<file path="config.mk">
export PLATFORM = sky130hd
export DESIGN_NAME = ps2_keyboard_host
export DESIGN_NICKNAME = d
export VERILOG_FILES = /design/src/rtl/ps2_keyboard_host.sv
export SDC_FILE = /design/constraint.sdc
export NUM_CORES = 1
export LEC_CHECK = 0
export ABC_AREA = 1
export CAP_MARGIN = 25
export CORE_UTILIZATION = 56
export CTS_CLUSTER_DIAMETER = 100
export CTS_CLUSTER_SIZE = 30
export DETAILED_ROUTE_END_ITERATION = 16
export PLACE_DENSITY = 0.77
export SLEW_MARGIN = 25
export SYNTH_ARGS = -nofsm -noshare
export SYNTH_HDL_FRONTEND = slang
export SYNTH_SLANG_ARGS = --single-unit
</file>
<file path="constraint.sdc">
create_clock -name clk_i -period 2 [get_ports clk_i]
set_input_delay 0.2 -clock clk_i [delete_from_list [all_inputs] [get_ports clk_i]]
set_output_delay 0.2 -clock clk_i [all_outputs]
set_load 0.01 [all_outputs]
</file>
<file path="src/rtl/ps2_keyboard_host.sv">
`default_nettype none
// ============================================================================
// Module   : ps2_keyboard_host
// Purpose  : PS/2 keyboard host for the memory-mapped I/O bus.
//            - Receives 11-bit device frames and checks start, odd parity
//              and stop bits.
//            - Folds E0 (extended) and F0 (break) prefixes into single
//              10-bit key events.
//            - Buffers events in a FIFO with a threshold interrupt and a
//              sticky overflow flag.
//            - Sends host-to-device command bytes (LEDs, configuration)
//              over the open-drain clock and data lines.
// Ports    : clk_i, reset_ni              clock, async active-low reset
//            ps2_clk_async_i/_data_async_i  raw PS/2 pin levels
//            ps2_clk_oe_o/_data_oe_o      1 = pull the line low
//            read_enable_i, read_data_o,
//            read_valid_o                 event FIFO pop interface
//            interrupt_o, overflow_o      FIFO status
//            rx_error_o, tx_error_o       one-cycle error pulses
//            cmd_valid_i, cmd_data_i,
//            cmd_ready_o                  command byte handshake
// Revision : 1.0  initial release
// ============================================================================
module ps2_keyboard_host #(
    parameter int FIFO_DEPTH     = 16,
    parameter int SYNC_STAGES    = 2,
    parameter int TIMEOUT_CYCLES = 10000,
    parameter int INHIBIT_CYCLES = 5000,
    parameter int IRQ_THRESHOLD  = 1
) (
    input  logic       clk_i,
    input  logic       reset_ni,
    input  logic       ps2_clk_async_i,
    input  logic       ps2_data_async_i,
    output logic       ps2_clk_oe_o,
    output logic       ps2_data_oe_o,
    input  logic       read_enable_i,
    output logic [9:0] read_data_o,
    output logic       read_valid_o,
    output logic       interrupt_o,
    output logic       overflow_o,
    output logic       rx_error_o,
    input  logic       cmd_valid_i,
    input  logic [7:0] cmd_data_i,
    output logic       cmd_ready_o,
    output logic       tx_error_o
);

    localparam int c_AW = $clog2(FIFO_DEPTH);
    localparam int c_CW = $clog2(TIMEOUT_CYCLES + 1);
    localparam logic [c_CW-1:0] c_TO_LAST  = c_CW'(TIMEOUT_CYCLES - 1);
    localparam logic [c_CW-1:0] c_INH_LAST = c_CW'(INHIBIT_CYCLES - 1);
    localparam logic [c_AW:0]   c_DEPTH    = (c_AW+1)'(FIFO_DEPTH);
    localparam logic [c_AW:0]   c_IRQ_TH   = (c_AW+1)'(IRQ_THRESHOLD);

    typedef enum logic [2:0] {
        S_IDLE         = 3'd0,
        S_RX           = 3'd1,
        S_TX_INHIBIT   = 3'd2,
        S_TX_START     = 3'd3,
        S_TX_BITS      = 3'd4,
        S_TX_ACK       = 3'd5,
        S_TX_WAIT_IDLE = 3'd6
    } state_t;

    // ------------------------------------------------------------------
    // Pin synchronisers and falling-edge detect. Flops reset to 1 so a
    // released bus produces no spurious edge after reset.
    // ------------------------------------------------------------------
    logic [SYNC_STAGES-1:0] r_clk_sync;
    logic [SYNC_STAGES-1:0] r_data_sync;
    logic                   r_clk_prev;
    logic                   w_sync_clk;
    logic                   w_sync_data;
    logic                   w_fall;

    assign w_sync_clk  = r_clk_sync[SYNC_STAGES-1];
    assign w_sync_data = r_data_sync[SYNC_STAGES-1];
    assign w_fall      = r_clk_prev & ~w_sync_clk;

    always_ff @(posedge clk_i or negedge reset_ni) begin
        if (!reset_ni) begin
            r_clk_sync  <= '1;
            r_data_sync <= '1;
            r_clk_prev  <= 1'b1;
        end else begin
            r_clk_sync  <= {r_clk_sync[SYNC_STAGES-2:0], ps2_clk_async_i};
            r_data_sync <= {r_data_sync[SYNC_STAGES-2:0], ps2_data_async_i};
            r_clk_prev  <= w_sync_clk;
        end
    end

    // ------------------------------------------------------------------
    // Protocol FSM
    // ------------------------------------------------------------------
    state_t           r_state;
    logic [c_CW-1:0]  r_cnt;        // cycles since last falling edge / state entry
    logic [3:0]       r_bit_cnt;
    logic [9:0]       r_rx_bits;    // start..parity, start ends up in bit 0
    logic [9:0]       r_tx_frame;   // {stop, parity, data}, shifted out LSB first
    logic             r_ext;
    logic             r_brk;
    logic             r_push;
    logic [9:0]       r_push_data;
    logic             r_run;
    logic             r_rx_err;
    logic             r_tx_err;
    logic             r_clk_oe;
    logic             r_data_oe;
    logic             w_timeout;
    logic             w_rx_ok;
    logic [7:0]       w_rx_byte;

    assign w_timeout   = (r_state != S_IDLE) && (r_cnt == c_TO_LAST);
    assign w_rx_byte   = r_rx_bits[8:1];
    // start = 0, odd parity over data+parity, stop (current sample) = 1
    assign w_rx_ok     = ~r_rx_bits[0] & (^r_rx_bits[9:1]) & w_sync_data;
    assign cmd_ready_o = r_run && (r_state == S_IDLE) && !w_fall;

    always_ff @(posedge clk_i or negedge reset_ni) begin
        if (!reset_ni) begin
            r_state     <= S_IDLE;
            r_cnt       <= '0;
            r_bit_cnt   <= '0;
            r_rx_bits   <= '0;
            r_tx_frame  <= '0;
            r_ext       <= 1'b0;
            r_brk       <= 1'b0;
            r_push      <= 1'b0;
            r_push_data <= '0;
            r_run       <= 1'b0;
            r_rx_err    <= 1'b0;
            r_tx_err    <= 1'b0;
            r_clk_oe    <= 1'b0;
            r_data_oe   <= 1'b0;
        end else begin
            r_run    <= 1'b1;
            r_push   <= 1'b0;
            r_rx_err <= 1'b0;
            r_tx_err <= 1'b0;

            // Our own clock pull during inhibit must not restart the count.
            if (r_state == S_IDLE || (w_fall && r_state != S_TX_INHIBIT))
                r_cnt <= '0;
            else
                r_cnt <= r_cnt + c_CW'(1);

            if (w_timeout) begin
                r_state   <= S_IDLE;
                r_clk_oe  <= 1'b0;
                r_data_oe <= 1'b0;
                r_ext     <= 1'b0;
                r_brk     <= 1'b0;
                if (r_state == S_RX) r_rx_err <= 1'b1;
                else                 r_tx_err <= 1'b1;
            end else begin
                case (r_state)
                    S_IDLE: begin
                        if (w_fall) begin
                            r_rx_bits <= {w_sync_data, r_rx_bits[9:1]};
                            r_bit_cnt <= 4'd1;
                            r_state   <= S_RX;
                        end else if (cmd_valid_i && r_run) begin
                            r_tx_frame <= {1'b1, ~^cmd_data_i, cmd_data_i};
                            r_clk_oe   <= 1'b1;
                            r_state    <= S_TX_INHIBIT;
                        end
                    end
                    S_RX: begin
                        if (w_fall) begin
                            if (r_bit_cnt == 4'd10) begin
                                r_state <= S_IDLE;
                                if (!w_rx_ok) begin
                                    r_rx_err <= 1'b1;
                                    r_ext    <= 1'b0;
                                    r_brk    <= 1'b0;
                                end else if (w_rx_byte == 8'hE0) begin
                                    r_ext <= 1'b1;
                                end else if (w_rx_byte == 8'hF0) begin
                                    r_brk <= 1'b1;
                                end else begin
                                    r_push      <= 1'b1;
                                    r_push_data <= {r_brk, r_ext, w_rx_byte};
                                    r_ext       <= 1'b0;
                                    r_brk       <= 1'b0;
                                end
                            end else begin
                                r_rx_bits <= {w_sync_data, r_rx_bits[9:1]};
                                r_bit_cnt <= r_bit_cnt + 4'd1;
                            end
                        end
                    end
                    S_TX_INHIBIT: begin
                        if (r_cnt == c_INH_LAST) begin
                            r_data_oe <= 1'b1;   // start bit
                            r_cnt     <= '0;
                            r_state   <= S_TX_START;
                        end
                    end
                    S_TX_START: begin
                        r_clk_oe  <= 1'b0;       // hand the clock to the device
                        r_bit_cnt <= '0;
                        r_cnt     <= '0;
                        r_state   <= S_TX_BITS;
                    end
                    S_TX_BITS: begin
                        if (w_fall) begin
                            r_data_oe  <= ~r_tx_frame[0];
                            r_tx_frame <= {1'b1, r_tx_frame[9:1]};
                            r_bit_cnt  <= r_bit_cnt + 4'd1;
                            if (r_bit_cnt == 4'd9) r_state <= S_TX_ACK;
                        end
                    end
                    S_TX_ACK: begin
                        if (w_fall) begin
                            if (w_sync_data) r_tx_err <= 1'b1;
                            r_state <= S_TX_WAIT_IDLE;
                        end
                    end
                    S_TX_WAIT_IDLE: begin
                        if (w_sync_clk && w_sync_data) r_state <= S_IDLE;
                    end
                    default: r_state <= S_IDLE;
                endcase
            end
        end
    end

    assign ps2_clk_oe_o  = r_clk_oe;
    assign ps2_data_oe_o = r_data_oe;
    assign rx_error_o    = r_rx_err;
    assign tx_error_o    = r_tx_err;

    // ------------------------------------------------------------------
    // Event FIFO with a registered head word.
    // ------------------------------------------------------------------
    logic [9:0]      r_mem [FIFO_DEPTH];
    logic [c_AW-1:0] r_wr_ptr;
    logic [c_AW-1:0] r_rd_ptr;
    logic [c_AW:0]   r_count;
    logic            r_valid;
    logic [9:0]      r_head;
    logic            r_overflow;
    logic            r_irq;
    logic            w_pop;
    logic            w_full;
    logic            w_wr_en;
    logic            w_drop;
    logic [c_AW-1:0] w_rd_next;
    logic [c_AW:0]   w_count_next;
    logic            w_ovf_next;
    logic [9:0]      w_head_next;

    assign w_pop     = read_enable_i & r_valid;
    assign w_full    = (r_count == c_DEPTH);
    // A full FIFO still accepts a push when the same cycle pops.
    assign w_wr_en   = r_push & (~w_full | w_pop);
    assign w_drop    = r_push & w_full & ~w_pop;
    assign w_rd_next = w_pop ? r_rd_ptr + c_AW'(1) : r_rd_ptr;

    always_comb begin
        w_count_next = r_count;
        if (w_wr_en && !w_pop)      w_count_next = r_count + (c_AW+1)'(1);
        else if (!w_wr_en && w_pop) w_count_next = r_count - (c_AW+1)'(1);
    end

    assign w_ovf_next  = w_pop ? 1'b0 : (r_overflow | w_drop);
    // Bypass when the word being written becomes the new head.
    assign w_head_next = (w_wr_en && r_wr_ptr == w_rd_next) ? r_push_data
                                                            : r_mem[w_rd_next];

    always_ff @(posedge clk_i) begin
        if (w_wr_en) r_mem[r_wr_ptr] <= r_push_data;
    end

    always_ff @(posedge clk_i or negedge reset_ni) begin
        if (!reset_ni) begin
            r_wr_ptr   <= '0;
            r_rd_ptr   <= '0;
            r_count    <= '0;
            r_valid    <= 1'b0;
            r_head     <= '0;
            r_overflow <= 1'b0;
            r_irq      <= 1'b0;
        end else begin
            if (w_wr_en) r_wr_ptr <= r_wr_ptr + c_AW'(1);
            r_rd_ptr   <= w_rd_next;
            r_count    <= w_count_next;
            r_valid    <= (w_count_next != '0);
            r_head     <= w_head_next;
            r_overflow <= w_ovf_next;
            r_irq      <= (w_count_next >= c_IRQ_TH) | w_ovf_next;
        end
    end

    assign read_data_o  = r_head;
    assign read_valid_o = r_valid;
    assign overflow_o   = r_overflow;
    assign interrupt_o  = r_irq;

endmodule
`default_nettype wire

</file>
### After elaboration in Yosys (flattened, before gate mapping)

Memories as Yosys holds them, arrays and structs flattened. A register that Yosys moved wholly into a read port is not among the register bits.
Cells that the tools add are included.
W data, S select, Z words.

| operators by class | value |
|---|---|
| $add $sub $neg | 6 |
| order comparisons | 1 |
| eq/ne operators | 32 |
| mux-type cells | 74 |
| bitwise logic cells | 18 |
| reduce and logical (&&, ||, !) cells | 35 |

Operators by type and width:

| operator | number |
|---|---|
| $mux W10 | 6 |
| $mux W14 | 3 |
| $mux W1 | 41 |
| $pmux W10 S2 | 2 |
| $mux W3 | 10 |
| $pmux W14 S2 | 1 |
| $ne A3 B3 Y1 const B | 8 |
| $pmux W3 S7 | 1 |
| $mux W4 | 5 |
| $eq A8 B8 Y1 const B | 2 |
| $pmux W4 S4 | 1 |
| $add A14 B1 Y14 const B | 1 |
| $eq A14 B13 Y1 const B | 1 |
| $eq A14 B14 Y1 const B | 1 |
| $add A4 B1 Y4 const B | 3 |
| $mux W5 | 2 |
| $ne A2 B2 Y1 const B | 5 |
| $reduce_and A5 Y1 | 2 |
| $reduce_bool A2 Y1 | 5 |
| $eq A3 B3 Y1 const B | 3 |
| $ne A3 B2 Y1 const B | 3 |
| $reduce_bool A3 Y1 | 3 |
| $reduce_xor A9 Y1 | 1 |
| $eq A4 B4 Y1 const B | 2 |
| 25 further kinds | 54 |

| storage, ports and cells | value |
|---|---|
| flip-flop bits (word level) | 80 |
| RAM bits | 160 |
| bits of input ports | 14 |
| output and inout bits | 18 |
| logic and storage cells | 190 |
| memories kept | 1 |

Memories:

| memory | depth | bits a word | read ports | clocked after memory_dff | write ports | RTL line | RTL |
|---|---|---|---|---|---|---|---|
| r_mem | 16 | 10 | 1 | 1 | 1 | 237 | `logic [9:0] r_mem [FIFO_DEPTH];` |

### Logic depth before layout (Yosys ltp)

| depth | value |
|---|---|
| depth in word-level cells | 10 |
| depth in mapped cells | 13 |
| mapped depth without buffers | 13 |

### Least setup slack after synthesis

OpenSTA, ideal clock, no wires.

| timing | value |
|---|---|
| path kind | flip-flop to flip-flop |
| start | register r_count[0] |
| end | memory r_mem[12][0], enable pin |
| library setup time | 0.376 ns |
| arrival | 1.550 ns |
| data required time | 1.624 ns |
| slack | 0.074 ns |
| stages on the path, launching flop included | 8 |
| path buffers | 0 |
| period minus slack after synthesis | 1.926 ns |
| cell sequence | dfrtp_1 -> inv_1 -> ha_1 -> nand3_1 -> o21ai_1 -> inv_1 -> nand2_1 -> nor2_1 |

| on the way | value |
|---|---|
| longest elaborated chain between the ends | 6 |

RTL lines:

| item | RTL line | RTL |
|---|---|---|
| from (decl) | 240 | `logic [c_AW:0] r_count;` |
| from (signal assigned) | 288 | `r_count <= w_count_next;` |
| $eq A5 B5 Y1 | 255 | `assign w_full = (r_count == c_DEPTH);` |
| $not A1 Y1 | 257 | `assign w_wr_en = r_push & (~w_full \| w_pop);` |
| $or A1 B1 Y1 | 257 |  |
| $and A1 B1 Y1 | 257 |  |
| $mux W1 | 273 | `if (w_wr_en) r_mem[r_wr_ptr] <= r_push_data;` |
| $mux W1 (implied by the code) | 273 |  |
| to (decl) | 237 |  |

Every way passes these cells.

### Worst setup path after layout

| timing | value |
|---|---|
| start | register r_state[1] |
| end | output port cmd_ready_o |

| on the way | value |
|---|---|
| longest elaborated chain between the ends | 3 |

RTL lines:

| item | RTL line | RTL |
|---|---|---|
| from (decl) | 96 | `state_t r_state;` |
| from (signal assigned) | 122 | `r_state <= S_IDLE;` |
| from (signal assigned) | 149 | `r_state <= S_IDLE;` |
| from (signal assigned) | 162 | `r_state <= S_RX;` |
| $logic_not A3 Y1 | 118 | `assign cmd_ready_o = r_run && (r_state == S_IDLE) && !w_fall;` |
| $logic_and A1 B1 Y1 (2 in a row) | 118 |  |
| to (decl) | 45 | `output logic cmd_ready_o,` |

Every way passes these cells.

==> results.cfg <==
[min_path]
hold_path_end = r_data_sync[0]
min-delay-start = ps2_data_async_i
hp-class = in -> reg
min_path_cells = 1

[global_route]
grt_pass1_vias = 8325
antenna_found_initial = 0
grt_pass1_wl_mm = 42.74
gr-total-overflow = 0
grt_use_total = 0.2508
grt_max_degree = 69

[floorplan]
die_y_um = 147.5
die-area_mm2 = 0.02174
io_pins = 32
coreArea_mm2 = 0.02049
row_count = 52
initial_utilization = 0.5781
die_x_um = 147.5

[final_layout]
final_nets = 1306
fill_cells = 1586
diodes = 0
stdcell_area_mm2 = 0.01340
drive_gt1_frac = 0.1045
layout_commonest_cell = nand2_1
final_cell_mix = nand2_1, nand3_1, inv_1
area_growth_pct = 13.11
final_cells = 1552
utilization = 0.6538

[pwr]
power.density_mw_per_mm2 = 1161
swShare = 0.3786
p_int_mw = 9.667
p_comb_frac = 0.409
switching_power_mw = 5.890
ir_worst_vdd_mv = 0.7677
clkPwrFrac = 0.187
p_leak_nw = 5.781
p_total_mw = 15.56
p_seq_frac = 0.404

[status]
status = finished, final reports clean

[critical_path]
cp-end-kind = output pin
reg2reg_setup_slack_ps = 90
worstPathRequired_ps = 1800
crit_slowest_cell = dfrtp_2
cp.arrival_ps = 1720
crit_path_start_kind = flip-flop
setup.worst_path.class = reg -> out
crit_buf_inv = 2
r2r-start = r_rd_ptr[0]
cp_top_family = flip-flops
r2r-end = read_data_o[7]
path_max_fanout = 4
cp_cell_sequence = nor2_4, inv_2, nor2_4, nand2_1, nor2_1, dlygate4sd2_1
max_stage_delay_ps = 450
r2r_cells = 7
cp_common_cell = nor2_4

[sta]
final.setup.worst_slack_ps = 82.47
relSlewSlack = 0.4782
report.final.hold_viol_count = 0
max_freq_mhz = 521.5
fin_crit_sh = 0.9588
setup_tns_ps = 0
tightestPinTransition_ps = 782.6
setup_viol = 0
rsz0062_at_grt = yes
period_needed_ps = 1918
fin_skew_ps = 21.34
final_max_slew_viol_count = 0
fin_hold_ws_ps = 104.3

[flow_run]
maxCapViolations = 0

[route]
drtAntennaViolNets = 0
dr_wl_met3_mm = 1.769
drcViolationCount = 0
wl_per_cell_um = 17.11
routed_wl_mm = 26.56
drtIter0Drc = 787
top_layer = met4
wl_met2_mm = 13.24
vias = 8573
wl_met1_mm = 11.03
firstDrtPassIters = 5
via_per_inst = 5.524

[synthesis]
synth_compound_area_frac = 0.03084
yosys.area_share.xor_xnor = 0.01848
syn-num-nets = 1248
synthDistinctLibCells = 40
yosysSeqAreaShare = 0.5962
postSynthAreaPerCell_um2 = 9.727
yosys.area_share.adder = 0.01690
netlist_area_mm2 = 0.01185
synthMuxAreaShare = 0
yosys_warnings = 0
ys_ff_latch = 250
synth_cells = 1218
synth_top_family_by_area = simple AND/OR/NAND/NOR gates
yosys.area_share.simple = 0.2587

[placement]
placed_area_mm2 = 0.01284
place.port_buffers = 31
dp_hpwl_mm = 17.22
place.gp.congestion = 0.8784
place_ws_ps = -184.4
place_inst = 1525

[clock_tree]
tritoncts = built
path_clk_slew_ps = 110
clock_latency_ps = 490
cts_buffers = 12
clock_path_buffers = 3
h-tree-depth = 1
clock_sinks = 250
clock-root-buffer = clkbuf_16
-- state kept, by name (all words and copies together), names as in the netlist, 2 cells and up --
signal and cells:
r_rx_bits 10, r_tx_frame 10, r_count 5, r_rd_ptr 4, read_data_o 10, r_mem 160, r_push_data 10, r_wr_ptr 4
r_cnt 14, r_state 3, r_data_sync 2, r_clk_sync 2, r_bit_cnt 4
-- repair_timing --
| item | CTS | global route |
|---|---|---|
| endpoints found under the setup margin | 3 | 185 |
| hold endpoints to repair | 22 | 0 |
| gates cloned | 0 | 2 |
| gates resized for setup | 4 | 23 |
| hold buffers | 1 | 0 |
| pin swaps | 0 | 3 |
| setup buffers | 1 | 3 |
-- routing by layer --
metal | track usage | vias to the layer above
met2 | 0.4300 | 314
li1 | - | 4132
met1 | 0.3347 | 4083
met5 | 0 | -
met4 | 0.06907 | 0
met3 | 0.03704 | 44
-- power groups by stage --
stage | clock network, mW | registers, mW | logic, mW
3_5_place_dp | 0 | 6.38 | 6.02
6_report | 2.91 | 6.29 | 6.36
3_3_place_gp | 0 | 6.37 | 5.85
4_1_cts | 2.95 | 6.27 | 6.09
2_1_floorplan | 0 | 6.36 | 3.90
5_1_grt | 3.11 | 6.34 | 7.07
-- cell families (layout without fill, tap and decap cells) --
group / Yosys count / count (layout)
flip-flops: 250 / 250
buffers and inverters: 229 / 292
XOR/XNOR: 25 / 25
AO/OA/AOI/OAI: 62 / 62
AND/OR/NAND/NOR: 635 / 636
adder cells (fa/ha/maj): 16 / 16
other: 1 / 1
-- cells in the mapped netlist, drive strengths merged --
master  number  area, um2
inv        177      664.4
nand2      257       1005
o31ai        4      30.03
o22ai        1      6.260
xor2        17      148.9
dfstp        5      131.4
and3         1      6.260
o21bai       1      18.77
a21oi        9      45.04
nor2        75      324.1
nor3        10      66.32
dfrtp       85       2127
or2          1      6.260
conb         1      3.750
xnor2        8      70.07
o21ai       38      197.7
o211ai       9      67.56
nand3      212       1074
ha          16      200.2
nand4        6      37.54
clkbuf      11      41.29
buf         38      212.7
clkinv       3      12.51
edfxtp     160       4805
nand3b      72      540.5
nor4         1      6.260
-- worst max-delay path by stage --
stage	end	cells after the start	slack (ps)	start
2_1_floorplan	r_mem[12][0]	7	70	r_count[0]
3_3_place_gp	read_data_o[4]	9	-120	read_enable_i
4_1_cts	r_mem[15][7]	8	20	r_count[0]
6_report	cmd_ready_o	6	80	r_state[1]
5_1_grt	r_ext	14	-20	r_rx_bits[4]
3_5_place_dp	read_data_o[7]	9	-180	read_enable_i
-- area by class of cell --
cell class / instances / area, um2 / area share
clock inverters: 2 / 37.54 / 0.002801
clock buffers: 18 / 344.1 / 0.02568
repair buffers: 92 / 983.4 / 0.07339
flip-flops and latches: 250 / 7064 / 0.5272
multi-input cells: 740 / 3954 / 0.2951
well taps: 270 / 337.8 / 0.02521
inverters: 180 / 679.4 / 0.05070
No activity file was read; power rests on OpenSTA's default activity.
